File: config.mk
export PLATFORM = sky130hd
export DESIGN_NAME = axi4lite_cmd_master
export DESIGN_NICKNAME = d
export VERILOG_FILES = /design/src/rtl/axi4lite_cmd_master.sv
export SDC_FILE = /design/constraint.sdc
export NUM_CORES = 1
export LEC_CHECK = 0
export BUFFER_PORTS_ARGS = -buffer_cell sky130_fd_sc_hd__buf_2
export CORE_ASPECT_RATIO = 0.5
export CORE_UTILIZATION = 39
export DETAILED_ROUTE_END_ITERATION = 12
export PLACE_DENSITY = 0.71
export SLEW_MARGIN = 20
export SYNTH_ARGS = -nofsm -noshare
export SYNTH_HDL_FRONTEND = slang
export SYNTH_SLANG_ARGS = --single-unit
File: constraint.sdc
create_clock -name CLK -period 2.2 [get_ports CLK]
set_clock_uncertainty 0.15 [all_clocks]
set_input_delay 0.11 -clock CLK [delete_from_list [all_inputs] [get_ports CLK]]
set_output_delay 0.11 -clock CLK [all_outputs]
set_load 0.02 [all_outputs]
File: src/rtl/axi4lite_cmd_master.sv
// ============================================================================
// Module : axi4lite_cmd_master
// Brief  : Runs one AXI4-Lite read or write per request-channel command and
//          returns the result on a response channel; counts completions.
// Rev    : 1.0  initial release
// ============================================================================
`default_nettype none

module axi4lite_cmd_master #(
  parameter int ADDR_WIDTH = 6,
  parameter int DATA_WIDTH = 32,
  parameter int CNT_WIDTH  = 16
) (
  input  logic                      CLK,
  input  logic                      RSTn,
  // command channel
  input  logic                      cmd_valid,
  output logic                      cmd_ready,
  input  logic                      cmd_write,
  input  logic [ADDR_WIDTH-1:0]     cmd_addr,
  input  logic [DATA_WIDTH-1:0]     cmd_wdata,
  input  logic [DATA_WIDTH/8-1:0]   cmd_wstrb,
  // response channel
  output logic                      rsp_valid,
  input  logic                      rsp_ready,
  output logic                      rsp_write,
  output logic [DATA_WIDTH-1:0]     rsp_rdata,
  output logic [1:0]                rsp_resp,
  // AXI4-Lite master port
  output logic [ADDR_WIDTH-1:0]     AWADDR,
  output logic                      AWVALID,
  input  logic                      AWREADY,
  output logic [DATA_WIDTH-1:0]     WDATA,
  output logic [DATA_WIDTH/8-1:0]   WSTRB,
  output logic                      WVALID,
  input  logic                      WREADY,
  input  logic [1:0]                BRESP,
  input  logic                      BVALID,
  output logic                      BREADY,
  output logic [ADDR_WIDTH-1:0]     ARADDR,
  output logic                      ARVALID,
  input  logic                      ARREADY,
  input  logic [DATA_WIDTH-1:0]     RDATA,
  input  logic [1:0]                RRESP,
  input  logic                      RVALID,
  output logic                      RREADY,
  // debug counters
  output logic [CNT_WIDTH-1:0]      wr_count,
  output logic [CNT_WIDTH-1:0]      rd_count
);

  typedef enum logic [2:0] {
    ST_IDLE    = 3'd0,
    ST_WR_REQ  = 3'd1,
    ST_WR_RESP = 3'd2,
    ST_RD_ADDR = 3'd3,
    ST_RD_DATA = 3'd4,
    ST_RSP     = 3'd5
  } state_t;

  state_t                    r_state;
  state_t                    w_state_nxt;

  logic                      r_cmd_ready;
  logic [ADDR_WIDTH-1:0]     r_awaddr;
  logic                      r_awvalid;
  logic [DATA_WIDTH-1:0]     r_wdata;
  logic [DATA_WIDTH/8-1:0]   r_wstrb;
  logic                      r_wvalid;
  logic                      r_aw_done;
  logic                      r_w_done;
  logic                      r_bready;
  logic [ADDR_WIDTH-1:0]     r_araddr;
  logic                      r_arvalid;
  logic                      r_rready;
  logic                      r_rsp_valid;
  logic                      r_rsp_write;
  logic [DATA_WIDTH-1:0]     r_rsp_rdata;
  logic [1:0]                r_rsp_resp;
  logic [CNT_WIDTH-1:0]      r_wr_count;
  logic [CNT_WIDTH-1:0]      r_rd_count;

  logic w_cmd_fire;
  logic w_aw_fire;
  logic w_w_fire;
  logic w_b_fire;
  logic w_ar_fire;
  logic w_r_fire;
  logic w_rsp_fire;
  logic w_aw_done;
  logic w_w_done;

  assign w_cmd_fire = cmd_valid   & r_cmd_ready;
  assign w_aw_fire  = r_awvalid   & AWREADY;
  assign w_w_fire   = r_wvalid    & WREADY;
  assign w_b_fire   = r_bready    & BVALID;
  assign w_ar_fire  = r_arvalid   & ARREADY;
  assign w_r_fire   = r_rready    & RVALID;
  assign w_rsp_fire = r_rsp_valid & rsp_ready;

  // AW and W may complete in either order or together
  assign w_aw_done  = r_aw_done | w_aw_fire;
  assign w_w_done   = r_w_done  | w_w_fire;

  always_ff @(posedge CLK or negedge RSTn) begin
    if (!RSTn) begin
      r_state <= ST_IDLE;
    end else begin
      r_state <= w_state_nxt;
    end
  end

  always_comb begin
    w_state_nxt = r_state;
    case (r_state)
      ST_IDLE:    if (w_cmd_fire) w_state_nxt = cmd_write ? ST_WR_REQ : ST_RD_ADDR;
      ST_WR_REQ:  if (w_aw_done && w_w_done) w_state_nxt = ST_WR_RESP;
      ST_WR_RESP: if (w_b_fire) w_state_nxt = ST_RSP;
      ST_RD_ADDR: if (w_ar_fire) w_state_nxt = ST_RD_DATA;
      ST_RD_DATA: if (w_r_fire) w_state_nxt = ST_RSP;
      ST_RSP:     if (w_rsp_fire) w_state_nxt = ST_IDLE;
      default:    w_state_nxt = ST_IDLE;
    endcase
  end

  always_ff @(posedge CLK or negedge RSTn) begin
    if (!RSTn) begin
      r_cmd_ready <= 1'b0;
      r_awaddr    <= '0;
      r_awvalid   <= 1'b0;
      r_wdata     <= '0;
      r_wstrb     <= '0;
      r_wvalid    <= 1'b0;
      r_aw_done   <= 1'b0;
      r_w_done    <= 1'b0;
      r_bready    <= 1'b0;
      r_araddr    <= '0;
      r_arvalid   <= 1'b0;
      r_rready    <= 1'b0;
      r_rsp_valid <= 1'b0;
      r_rsp_write <= 1'b0;
      r_rsp_rdata <= '0;
      r_rsp_resp  <= 2'b00;
      r_wr_count  <= '0;
      r_rd_count  <= '0;
    end else begin
      // registered so cmd_ready stays low through reset and the first cycle after
      r_cmd_ready <= (w_state_nxt == ST_IDLE);
      case (r_state)
        ST_IDLE: begin
          if (w_cmd_fire) begin
            if (cmd_write) begin
              r_awaddr  <= cmd_addr;
              r_wdata   <= cmd_wdata;
              r_wstrb   <= cmd_wstrb;
              r_awvalid <= 1'b1;
              r_wvalid  <= 1'b1;
              r_aw_done <= 1'b0;
              r_w_done  <= 1'b0;
            end else begin
              r_araddr  <= cmd_addr;
              r_arvalid <= 1'b1;
            end
          end
        end
        ST_WR_REQ: begin
          if (w_aw_fire) begin
            r_awvalid <= 1'b0;
            r_aw_done <= 1'b1;
          end
          if (w_w_fire) begin
            r_wvalid <= 1'b0;
            r_w_done <= 1'b1;
          end
          if (w_aw_done && w_w_done) begin
            r_bready <= 1'b1;
          end
        end
        ST_WR_RESP: begin
          if (w_b_fire) begin
            r_bready    <= 1'b0;
            r_rsp_valid <= 1'b1;
            r_rsp_write <= 1'b1;
            r_rsp_rdata <= '0;
            r_rsp_resp  <= BRESP;
            r_wr_count  <= r_wr_count + CNT_WIDTH'(1);
          end
        end
        ST_RD_ADDR: begin
          if (w_ar_fire) begin
            r_arvalid <= 1'b0;
            r_rready  <= 1'b1;
          end
        end
        ST_RD_DATA: begin
          if (w_r_fire) begin
            r_rready    <= 1'b0;
            r_rsp_valid <= 1'b1;
            r_rsp_write <= 1'b0;
            r_rsp_rdata <= RDATA;
            r_rsp_resp  <= RRESP;
            r_rd_count  <= r_rd_count + CNT_WIDTH'(1);
          end
        end
        ST_RSP: begin
          if (w_rsp_fire) begin
            r_rsp_valid <= 1'b0;
          end
        end
        default: begin
        end
      endcase
    end
  end

  assign cmd_ready = r_cmd_ready;
  assign rsp_valid = r_rsp_valid;
  assign rsp_write = r_rsp_write;
  assign rsp_rdata = r_rsp_rdata;
  assign rsp_resp  = r_rsp_resp;
  assign AWADDR    = r_awaddr;
  assign AWVALID   = r_awvalid;
  assign WDATA     = r_wdata;
  assign WSTRB     = r_wstrb;
  assign WVALID    = r_wvalid;
  assign BREADY    = r_bready;
  assign ARADDR    = r_araddr;
  assign ARVALID   = r_arvalid;
  assign RREADY    = r_rready;
  assign wr_count  = r_wr_count;
  assign rd_count  = r_rd_count;

endmodule

`default_nettype wire

Word-level counts from Yosys, hierarchy flattened --
Index checks and enable logic that the tools add are counted. W data, S select, Z words.
Operators by class: add/sub/neg operators 2, equal/unequal tests 15, muxes and demuxes 41, bitwise gates (word level) 10, reductions and logical operators 20
Operator list (number):
- $mux W32 | 2
- $pmux W32 S2 | 1
- $add A16 B1 Y16 const B | 2
- $ne A2 B2 Y1 const B | 10
- $mux W1 | 18
- $mux W3 | 6
- $pmux W3 S6 | 1
- $pmux W1 S2 | 8
- $reduce_and A4 Y1 | 4
- $reduce_and A3 Y1 | 5
- $reduce_bool A2 Y1 | 5
- $and A1 B1 Y1 | 7
- $eq A3 B2 Y1 const B | 2
- $eq A3 B3 Y1 const B | 2
- $logic_not A3 Y1 | 2
- $mux W2 | 3
- $pmux W2 S2 | 1
- $reduce_and A2 Y1 | 2
- $eq A3 B1 Y1 const B | 1
- $pmux W1 S3 | 1
- $reduce_bool A3 Y1 | 1
- $or A1 B1 Y1 | 2
- $logic_and A1 B1 Y1 | 1
- $not A1 Y1 | 1
Storage, ports and cells: flip-flop bits (word level) 127, input port bits 88, output and inout port bits 122, word-level logic and storage cells 107

Longest topological paths before layout --
depth in word-level cells 6, depth in mapped cells 6

Worst setup path after synthesis --
OpenSTA, ideal clock, no wires.
path type flip-flop to flip-flop, start point register r_state[0], end point register r_rd_count[1] (netlist: rd_count[1]), data arrival time 1.496 ns, data required time 1.925 ns, slack 0.430 ns, stages on the path, launching flop included 6, buffers on the path 2, period minus slack after synthesis 1.770 ns, cell sequence dfrtp_1 -> buf_2 -> nor3b_4 -> and2_1 -> buf_4 -> mux2_2
On the way: longest elaborated chain between the ends 2
Ends and longest elaborated chain:
- start, declared | line 61 | state_t r_state;
- start signal, assigned | line 109 | r_state <= w_state_nxt;
- $eq A3 B3 Y1 | line 149 | case (r_state)
- $reduce_and A2 Y1 (no source line)
- end signal, assigned | line 202 | r_rd_count <= r_rd_count + CNT_WIDTH'(1);
- end, declared | line 81 | logic [CNT_WIDTH-1:0] r_rd_count;
No other way between the ends. A chain may end at the register's enable or synchronous reset.

Final worst setup path --
start point register r_state[1], end point register r_wvalid (netlist: WVALID)
On the way: longest elaborated chain between the ends 3, elaborated cells between the ends (all ways) 8, classes of those cells 4 x eq/ne; 1 x mux; 3 x reduce/logical
Ends and longest elaborated chain:
- $eq A3 B1 Y1 or $logic_not A3 Y1 (tied branches) | line 149
- $ne A2 B2 Y1 (no source line) or $reduce_bool A2 Y1 (tied branches)
- $reduce_and A4 Y1 (no source line)
- end signal, assigned | line 133 | r_wvalid <= 1'b0;
- end signal, assigned | line 157 | r_wvalid <= 1'b1;
- end signal, assigned | line 172 | r_wvalid <= 1'b0;
- end, declared | line 69 | logic r_wvalid;
Parallel ways exist; a longest one is shown, timed or not.

==> flow_summary.yaml <==
clocking:
  max-clock-path-buffers: 2
  worst_setup_hold_path_clk_slew_ns: 0.06
  cts.sink_count: 127
  clock_insertion_delay_worst_skew_ns: 0.40
  ctsRootBufferMaster: "sky130_fd_sc_hd__clkbuf_16"
  cts_htree_levels: 4
  cts_tree: "yes"
  cts_inserted_buffers: 17
logic_synthesis:
  synth_most_common_cell: "sky130_fd_sc_hd__dfrtp_1"
  primary_flip_flop_cell_chosen_by_synthesis_mapping: "sky130_fd_sc_hd__dfrtp_1"
  synth-seq-area-share: 0.603
  post_synth_main_area_contributors: "sky130_fd_sc_hd__dfrtp_1 (60%), sky130_fd_sc_hd__mux2_4 (11%), sky130_fd_sc_hd__a22o_1 (5.5%)"
  synth.largest_area_cell: "sky130_fd_sc_hd__dfrtp_1"
  mappedNetlistNets: 464
  yosys.area.top_type_share: 0.603
  synth_enable_flop_cells: 0
  syn_area_per_cell_um2: 14.1
  syn-cell-area_mm2: 0.00527
  yosysWarnings: 0
  synth-seq-cells: 127
  ys_async_sr_fraction: 1.00
  synth_commonest_cells: "sky130_fd_sc_hd__dfrtp_1 (127), sky130_fd_sc_hd__mux2_4 (38), sky130_fd_sc_hd__a22o_1 (33)"
  synth.distinct_cells: 42
  synthCells: 374
setup_path:
  cp_num_buf_inv: 1
  worst-endpoint-required_ns: 2.38
  reg2regPathDepth: 4
  startpoint_type: "flip-flop"
  largest_stage_delay_on_the_critical_path_ns: 0.59
  top_cell_family_by_delay_on_the_critical_path: "buffers and inverters"
  worst-path-stages: 4
  critical_path_peak_fanout: 9
  category_of_the_most_critical_setup_path: "flip-flop to flip-flop"
  critical-path-slowest-cell: "sky130_fd_sc_hd__dlygate4sd3_1"
  worstPathArrival_ns: 2.26
  critical_path.cell_chain: "nor4_4 > a21oi_1 > a31oi_1 > dlygate4sd3_1"
  setup.worst_path.end_class: "flip-flop"
grt:
  grt.total_usage: 0.200
  global_route.usage.met2: 0.362
  grt_antenna_before_repair: 0
  maximum_number_of_pins_on_one_net_before_global_route_repair: 47
  gr-usage-met1: 0.238
  grt_first_pass_wirelength_mm: 22.1
  grt-ovfl-total: 0
  gr-usage-met3: 0.0490
  globalRoute.busiestLayer: "met2"
  grt_pass1_vias: 4362
status:
  outcome: "finished with violations"
  violations: "DRC"
power:
  internal_power_w: 0.00653
  switching_power_total_w: 0.00359
  totalPowerFinal_w: 0.0101
  switching_share: 0.355
  share_of_power_burned_in_combinational_logic: 0.360
  p_per_area_mw_per_mm2: 1260
  pwr-share-clk: 0.274
  power_leakage_nw: 4.20
  vdd.ir_drop.worst_uv: 671
  p_seq_frac: 0.366
sta:
  report.final.slew_viol_count: 0
  fin_crit_sh: 0.949
  rsz0062_at_grt: "false"
  fmax_mhz: 479
  report.final.setup_viol: 0
  hold_viol: 0
  setup_total_negative_slack_ns: 0
  layout_min_cycle_time_ns: 2.09
  tightestPinTransition_ns: 0.616
  timing.slew.headroom: 0.589
die:
  die_x_um: 166
  fp.dieH_um: 84.2
  floorplan.initialDensity: 0.408
  fp.coreArea_mm2: 0.0129
  top_level_ports: 210
  rows: 29
  design.die.area_mm2: 0.0140
detailed_routing:
  dr.pass1.iters: 8
  routedWlPerCell_um: 15.5
  via_per_inst: 4.84
  routed-via-count: 4194
  route.final.wire_length_mm: 13.4
  remaining_drc_errors: 6
  route.antenna.remaining_nets: 0
  dr.first_iter.drc_count: 185
final_layout:
  layout-drive-gt1-share: 0.435
  final_nets: 774
  areaGrowthSynthToFinish_pct: 52.0
  antenna_cell_count: 0
placement:
  place.detailed.hpwl_mm: 8.66
  number_of_buffers_inserted_by_port_buffering: 209
  globalplace.congestion: 0.778
worst_hold_path:
  worstHoldPathCells: 4
  hold_path_class: "primary input to flip-flop"
run:
  cap_viol_max_count: 0
## through the flow
step                setup slack, ns  instances  area [um2]   util  hold WS [ns]
floorplan                     0.430        374        5270      -        -0.336
finish                        0.113        867        8010  0.620        0.0253
detailed placement            0.199        746        6540  0.506        0.0167
global route                 0.0184        867        8010  0.620        0.0634
CTS                          0.0245        864        7990  0.618        0.0156
global placement              0.279        746        6540  0.506       0.00726
## power groups by stage
stage / Sequential [W] / Clock [W] / Combinational (W)
after detailed placement: 0.00369 / 0 / 0.00346
after global placement: 0.00366 / 0 / 0.00338
after global routing: 0.00380 / 0.00296 / 0.00386
after CTS: 0.00368 / 0.00284 / 0.00362
final: 0.00370 / 0.00278 / 0.00364
after floorplan: 0.00452 / 0 / 0.00141
## layout by cell type, fill, tap and decap left out, types with 4 or more instances in the layout
| cell type | count |
|---|---|
| sky130_fd_sc_hd__and2_1 | 5 |
| sky130_fd_sc_hd__mux2_1 | 6 |
| sky130_fd_sc_hd__dlygate4sd3_1 | 86 |
| sky130_fd_sc_hd__mux2_2 | 5 |
| sky130_fd_sc_hd__nand4_1 | 9 |
| sky130_fd_sc_hd__clkbuf_16 | 17 |
| sky130_fd_sc_hd__nand2_1 | 25 |
| sky130_fd_sc_hd__buf_4 | 9 |
| sky130_fd_sc_hd__nand4b_1 | 4 |
| sky130_fd_sc_hd__dfrtp_1 | 126 |
| sky130_fd_sc_hd__a21oi_1 | 6 |
| sky130_fd_sc_hd__clkinvlp_4 | 5 |
| sky130_fd_sc_hd__buf_2 | 208 |
| sky130_fd_sc_hd__and3_1 | 5 |
| sky130_fd_sc_hd__o21ai_0 | 9 |
| sky130_fd_sc_hd__nand2b_1 | 4 |
| sky130_fd_sc_hd__xnor2_1 | 22 |
| sky130_fd_sc_hd__nor2_1 | 7 |
| sky130_fd_sc_hd__xor2_1 | 8 |
| sky130_fd_sc_hd__inv_1 | 5 |
| sky130_fd_sc_hd__buf_12 | 4 |
| sky130_fd_sc_hd__nand3_1 | 10 |
| sky130_fd_sc_hd__a22o_1 | 33 |
| sky130_fd_sc_hd__mux2_4 | 38 |
## timing repair
action / in CTS / in global routing
endpoints found under the setup margin: 0 / 3
buffers inserted: 0 / 3
hold buffers: 86 / 0
hold endpoints to repair: 136 / 0
gates resized for setup: 0 / 1
## kinds of logic (layout without fill, tap and decap cells)
family	Yosys count	in the layout	share of synthesized area
xor gates and xnor gates	30	30	0.0498
buffers and inverters	21	344	0.0254
AOI/OAI and AO/OA	56	56	0.0836
adders and majority gates	2	2	0.00475
muxes	51	51	0.136
DFF	127	127	0.603
and+or+nand+nor	87	87	0.0980
## metal layers
layer	share of wire	vias up
met4	0.012	0
met5	0	-
met1	0.42	2106
met3	0.035	14
li1	-	1967
met2	0.53	107
## worst register-to-register path: stages, from the launching register on
cell                            delay, ns
sky130_fd_sc_hd__dfrtp_1             0.50
sky130_fd_sc_hd__nor4_4              0.46
sky130_fd_sc_hd__a21oi_1             0.15
sky130_fd_sc_hd__a31oi_1             0.17
sky130_fd_sc_hd__dlygate4sd3_1       0.59
## registers in the layout, indices dropped and copies added, names as in the netlist, 2 cells and up
register	flops
WSTRB	4
rsp_rdata	32
ARADDR	6
AWADDR	6
rd_count	16
r_state	3
rsp_resp	2
WDATA	32
wr_count	16
## worst paths after layout
path	startpoint	end	slack, ns
min in group asynchronous	RSTn	WDATA[28]	0.11
worst min register to register	rd_count[15]	rd_count[15]	0.32
max in group asynchronous	RSTn	rsp_rdata[26]	1.12
worst min-delay path	RVALID	rd_count[3]	0.03
worst max-delay path	r_state[1]	WVALID	0.11
worst max register to register	r_state[1]	WVALID	0.11
## cell type report
cell class                      instances  area [um2]
Fill cell                             992        4910
Sequential cell                       127        3180
Timing Repair Buffer                  307        2050
Multi-Input combinational cell        226        1960
Clock buffer                           19         453
Tap cell                              170         213
Clock inverter                         13         139
Inverter                                5        18.8
Power figures use the tool's default switching activity.
